==> src/rtl/router_pkg.sv <==
// Shared definitions for the 1x3 router: control-FSM state encoding and
// destination address constants.
package router_pkg;

    typedef enum logic [2:0] {
        DECODE_ADDRESS     = 3'd0,
        LOAD_FIRST_DATA    = 3'd1,
        LOAD_DATA          = 3'd2,
        WAIT_TILL_EMPTY    = 3'd3,
        FIFO_FULL_STATE    = 3'd4,
        LOAD_AFTER_FULL    = 3'd5,
        LOAD_PARITY        = 3'd6,
        CHECK_PARITY_ERROR = 3'd7
    } state_t;

    localparam logic [1:0] ADDR0 = 2'd0;
    localparam logic [1:0] ADDR1 = 2'd1;
    localparam logic [1:0] ADDR2 = 2'd2;

endpackage

==> src/rtl/router_fsm.sv <==
// Control FSM of the 1x3 packet router: decodes the header address, sequences
// header/payload/parity writes into the selected FIFO and stalls on full/busy.
module router_fsm
    import router_pkg::*;
(
    input  logic       clock,
    input  logic       resetn,
    input  logic       pkt_valid,
    input  logic       parity_done,
    input  logic       soft_reset_0,
    input  logic       soft_reset_1,
    input  logic       soft_reset_2,
    input  logic       fifo_full,
    input  logic       low_pkt_valid,
    input  logic       fifo_empty_0,
    input  logic       fifo_empty_1,
    input  logic       fifo_empty_2,
    input  logic [1:0] data_in,
    output logic       busy,
    output logic       lfd_state,
    output logic       detect_add,
    output logic       ld_state,
    output logic       laf_state,
    output logic       full_state,
    output logic       write_enb_reg,
    output logic       rst_int_reg
);

    state_t     state;
    state_t     next_state;
    logic [1:0] addr;
    logic       soft_hit;
    logic       addr_empty;

    // A timeout soft reset only matters for the FIFO this packet is routed to.
    assign soft_hit = (addr == ADDR0 && soft_reset_0) ||
                      (addr == ADDR1 && soft_reset_1) ||
                      (addr == ADDR2 && soft_reset_2);

    assign addr_empty = (addr == ADDR0 && fifo_empty_0) ||
                        (addr == ADDR1 && fifo_empty_1) ||
                        (addr == ADDR2 && fifo_empty_2);

    // NOTE: sequential state uses non-blocking assignments so every register
    // samples the pre-edge values of its peers.
    always_ff @(posedge clock) begin
        if (resetn) begin
            state <= DECODE_ADDRESS;
            addr  <= ADDR0;
        end else begin
            state <= next_state;
            if (state == DECODE_ADDRESS && pkt_valid)
                addr <= data_in;
        end
    end

    always_comb begin
        // NOTE: defaulting next_state to the current state before the case
        // keeps every path assigned, so no latch is inferred.
        next_state = state;
        case (state)
            DECODE_ADDRESS: begin
                if (pkt_valid) begin
                    if ((data_in == ADDR0 && fifo_empty_0) ||
                        (data_in == ADDR1 && fifo_empty_1) ||
                        (data_in == ADDR2 && fifo_empty_2))
                        next_state = LOAD_FIRST_DATA;
                    else if (data_in == ADDR0 || data_in == ADDR1 || data_in == ADDR2)
                        next_state = WAIT_TILL_EMPTY;
                end
            end
            LOAD_FIRST_DATA: next_state = LOAD_DATA;
            LOAD_DATA: begin
                if (fifo_full)
                    next_state = FIFO_FULL_STATE;
                else if (!pkt_valid)
                    next_state = LOAD_PARITY;
            end
            FIFO_FULL_STATE: begin
                if (!fifo_full)
                    next_state = LOAD_AFTER_FULL;
            end
            LOAD_AFTER_FULL: begin
                if (parity_done)
                    next_state = DECODE_ADDRESS;
                else if (low_pkt_valid)
                    next_state = LOAD_PARITY;
                else
                    next_state = LOAD_DATA;
            end
            LOAD_PARITY: next_state = CHECK_PARITY_ERROR;
            CHECK_PARITY_ERROR: begin
                if (fifo_full)
                    next_state = FIFO_FULL_STATE;
                else
                    next_state = DECODE_ADDRESS;
            end
            WAIT_TILL_EMPTY: begin
                if (addr_empty)
                    next_state = LOAD_FIRST_DATA;
            end
            default: next_state = DECODE_ADDRESS;
        endcase
        if (soft_hit)
            next_state = DECODE_ADDRESS;
    end

    assign detect_add    = (state == DECODE_ADDRESS);
    assign lfd_state     = (state == LOAD_FIRST_DATA);
    assign ld_state      = (state == LOAD_DATA);
    assign laf_state     = (state == LOAD_AFTER_FULL);
    assign full_state    = (state == FIFO_FULL_STATE);
    assign rst_int_reg   = (state == CHECK_PARITY_ERROR);
    assign write_enb_reg = (state == LOAD_DATA) || (state == LOAD_PARITY) ||
                           (state == LOAD_AFTER_FULL);
    assign busy          = (state != DECODE_ADDRESS) && (state != LOAD_DATA);

endmodule

==> config.mk <==
export PLATFORM = sky130hd
export DESIGN_NAME = router_fsm
export DESIGN_NICKNAME = d
export VERILOG_FILES = /design/src/rtl/router_pkg.sv /design/src/rtl/router_fsm.sv
export SDC_FILE = /design/constraint.sdc
export NUM_CORES = 1
export LEC_CHECK = 0
export BUFFER_PORTS_ARGS = -buffer_cell sky130_fd_sc_hd__buf_2
export CELL_PAD_IN_SITES_DETAIL_PLACEMENT = 1
export CELL_PAD_IN_SITES_GLOBAL_PLACEMENT = 2
export CORE_MARGIN = 3
export CORE_UTILIZATION = 28
export CTS_BUF_LIST = sky130_fd_sc_hd__clkbuf_2 sky130_fd_sc_hd__clkbuf_4 sky130_fd_sc_hd__clkbuf_8
export DETAILED_ROUTE_END_ITERATION = 8
export GPL_TIMING_DRIVEN = 0
export PLACE_DENSITY = 0.82
export SYNTH_ARGS = -nofsm -noshare
export SYNTH_HDL_FRONTEND = slang
export SYNTH_SLANG_ARGS = --single-unit
==> constraint.sdc <==
create_clock -name clock -period 2.4 [get_ports clock]
set_input_delay 0.24 -clock clock [delete_from_list [all_inputs] [get_ports clock]]
set_output_delay 0.24 -clock clock [all_outputs]
set_load 0.02 [all_outputs]
==> metrics.md <==
| Metric | Value |
|---|---|
| Status | finished clean |
| Internal power | 0.213 mW |
| Antenna viol nets, final | 0 |
| Sequential power share | 30.0% |
| Layout filler cell count | 202 |
| Mapped cell area | 490 um^2 |
| Largest stage delay on the critical path | 330 ps |
| Die area | between 2000 and 2500 um^2 |
| Largest area contributor in the netlist | dfxtp_1 |
| Clock share of power | around a third |
| Net Count, Synth | 71 |
| Reg2Reg Depth | 5 |
| # port buffers | 21 |
| Worst-Margin Slew | 455 ps |
| Critical path's top delay family | buffers and inverters |
| Detail Placement HPWL | 1070 um |
| 1st-iter DRT viols | 10 |
| Critical Path Sink Type | output port |
| Slew HR | 69.3% |
| Minimum clock period | between 1000 and 1500 ps |
| Setup Viol. Count Final | 0 |
| Vias | around 500 |
| Initial antenna violation count | 0 |
| Sw frac | roughly a third |
| FP Rows | 14 |
| Top routing layer in use | met4 |
| Flop2flop setup slack | 1130 ps |
| Yosys top cell area share | 20.4% |
| Met2 Wirelength | 634 um |
| Worst path arrival time | approximately 1200 ps |
| RSZ-0062 raised after global routing | no |
| DIE WIDTH | 47.9 um |
| Routed wl met3 | 26 um |
| Grt ovf | 0 |
| Worst path buffer plus inverter count | 2 |
| Layout Nets | slightly below 100 |
| CP required | 2160 ps |
| Clock Sinks | 5 |
| Core box area | approximately 1600 um^2 |
| Die height | 47.9 um |
| PostCTS Resize Cnt | 0 |
| Worst setup margin | 917 ps |
| Yosys warns | 0 |
| CTS tree | done |
| Drt via density | 5.19 |
| Max-cap viol count | 0 |
| Storage element area | 100 um^2 |
| Avg WL per Cell | 13.0 um |
| Fin Setup TNS | 0 ps |
| Routability cong. | 0.748 |
| Final wirelength | 1270 um |
| CTS clk-pin slew, worst paths | 50 ps |
| Critical Path Start | state[2] |
| Layout cells sized above 1 | 42.7% |
| Post-CTS setup repair buffer count | 0 |
| Hold Path Sink | addr[1] |
| Top cells by area, synth | dfxtp_1, mux2i_1, buf_6 |
| Root buffer cell | clkbuf_4 |
| TritonRoute pass-1 iters | 4 |
| Post-synthesis average cell area | 8.60 um^2 |
| Vias in the first global route | 480 |
| P_sw | about 0.1 mW |
| Worst Hold Launch | resetn |
| Final Hold Fails | 0 |
| Crit path kind | reg -> out |
| Worst VDD drop | around 0.00016 V |
| PD cells | 489 nW/um^2 |
| Setup Slack @ Placement | 1130 ps |
| Clk_skew | 6.70 ps |
| Worst Hold Depth | 2 |
| Antenna diodes | 0 |
| Synth-to-layout area growth | 31.6% |
| Area of the multi-input gates | 335 um^2 |
| Worst r2r src | state[0] |
| Post-cts hold buffer count | 0 |
| Netlist cell types | 34 |
| Fmax achieved | 674 MHz |
| Critical Path Source Type | register |
| Total power | roughly 0.32 mW |
| CTS buffer count | 3 |
| Levels on crit path | 3 |
| Comb power frac | 35.1% |
| Max-slew violations | 0 |
| Clock Latency Late Sink | 250 ps |
| Largest net degree at the start of global routing | 11 |
| Worst R2R End | state[1] |
| Type of the tightest min-delay check | in -> reg |
| Fin crit share | 61.8% |
| Seq cells post-synth | 5 |
| Cell Chain, Critical Path | buf_6 > nor3_2 > buf_2 |
| Syn Inst Count | 57 |
| Clock Path Buffers | 2 |
| Worst-path fanout max | 10 |
| CTS HTree Levels | 1 |
| Crit-path slowest cell | dfxtp_1 |
| DRT met1 WL | roughly 600 um |
| DRC | 0 |
| Lkg Pwr | 0.335 nW |
| Io pins | 22 |
| Tot GR Track Use | 12.3% |
| Sequential cell area fraction in the yosys report | 20.4% |
| First-pass GRT wire length | roughly 2000 um |
| Starting Density | 31.1% |
## worst reg2reg max path, stage by stage, from the launching register on
cell       delay [ps]
dfxtp_1           340
buf_4             190
and2b_1           160
o2111ai_1         140
o31a_1            140
a311oi_2          210
## through the flow
| stage | instances | util (%) | hold WS, ps | instance area, um^2 |
|---|---|---|---|---|
| 3_5_place_dp | 94 | 39.0 | 446 | 616 |
| 4_1_cts | 98 | 41.0 | 189 | 646 |
| 2_1_floorplan | 57 | - | 309 | 490 |
| 3_3_place_gp | 94 | 39.0 | 442 | 616 |
| 6_report | 98 | 41.0 | 194 | 646 |
| 5_1_grt | 98 | 41.0 | 190 | 646 |
## logic make-up after synthesis
family / synth area share (%)
compound gates: 35.7
simple gates: 26.5
flops: 20.4
buf+inv: 11.2
mux: 6.12
## worst max-delay path by stage
stage,endpoint,slack [ps]
after floorplan,ld_state,1080
after global placement,state[1],1140
after detailed placement,state[2],1130
after CTS,detect_add,890
after global routing,detect_add,810
final,detect_add,920
## cells in the final DEF (no fill, tap or decap), types with 2 or more instances in the layout
master,n
clkbuf_4,4
inv_1,5
nand2_1,3
o211ai_1,2
a21oi_1,4
nand3_1,2
nor2_1,2
nand2b_1,2
o21ai_0,3
buf_6,2
nand3b_1,2
buf_2,21
mux2i_1,3
dfxtp_1,5
## power groups by stage
stage | Combinational (mW) | Clock, mW | Sequential (mW)
4_1_cts | 0.112 | 0.114 | 0.0948
3_5_place_dp | 0.112 | 0 | 0.0963
3_3_place_gp | 0.112 | 0 | 0.0962
6_report | 0.111 | 0.110 | 0.0947
5_1_grt | 0.122 | 0.117 | 0.0957
2_1_floorplan | 0.0776 | 0 | 0.0950
## per-layer routing
layer | track usage [%] | vias to the layer above
met5 | 0 | -
met4 | 8.06 | 0
met3 | 2.26 | 2
met2 | 18.7 | 10
met1 | 15.6 | 236
li1 | - | 261
## final cells by class
type                    instances  share of cell area (%)
clock buffers                   4                    4.65
repair buffers                 21                    16.3
multi-input cells              43                    51.9
well taps                      16                    3.10
inverters                       6                    3.88
flip-flops and latches          5                    15.5
plain buffers                   3                    4.65
## cells in the mapped netlist
cell type,count
o31ai_4,1
and2b_1,1
o32ai_1,1
a31oi_1,1
and3_1,1
o311ai_1,1
o21ai_0,3
or2_1,1
o211ai_1,2
mux2i_1,3
and3_4,1
dfxtp_1,5
o21a_1,1
nand3b_1,2
a21boi_0,1
a22oi_1,1
nand3_1,2
nand3b_4,1
nor2_1,2
buf_6,2
inv_4,1
buf_4,1
nand2_1,3
a21oi_1,4
nor3_1,1
or2b_1,1
a21bo_4,1
nand2b_1,2
a22o_1,1
a311oi_2,1
inv_1,5
nor3_2,1
o31a_1,1
o2111ai_1,1
## flip-flops by register name, summed over array words and instances, names as in the netlist
register,flops
addr,2
state,3
Power figures use the tool's default switching activity.
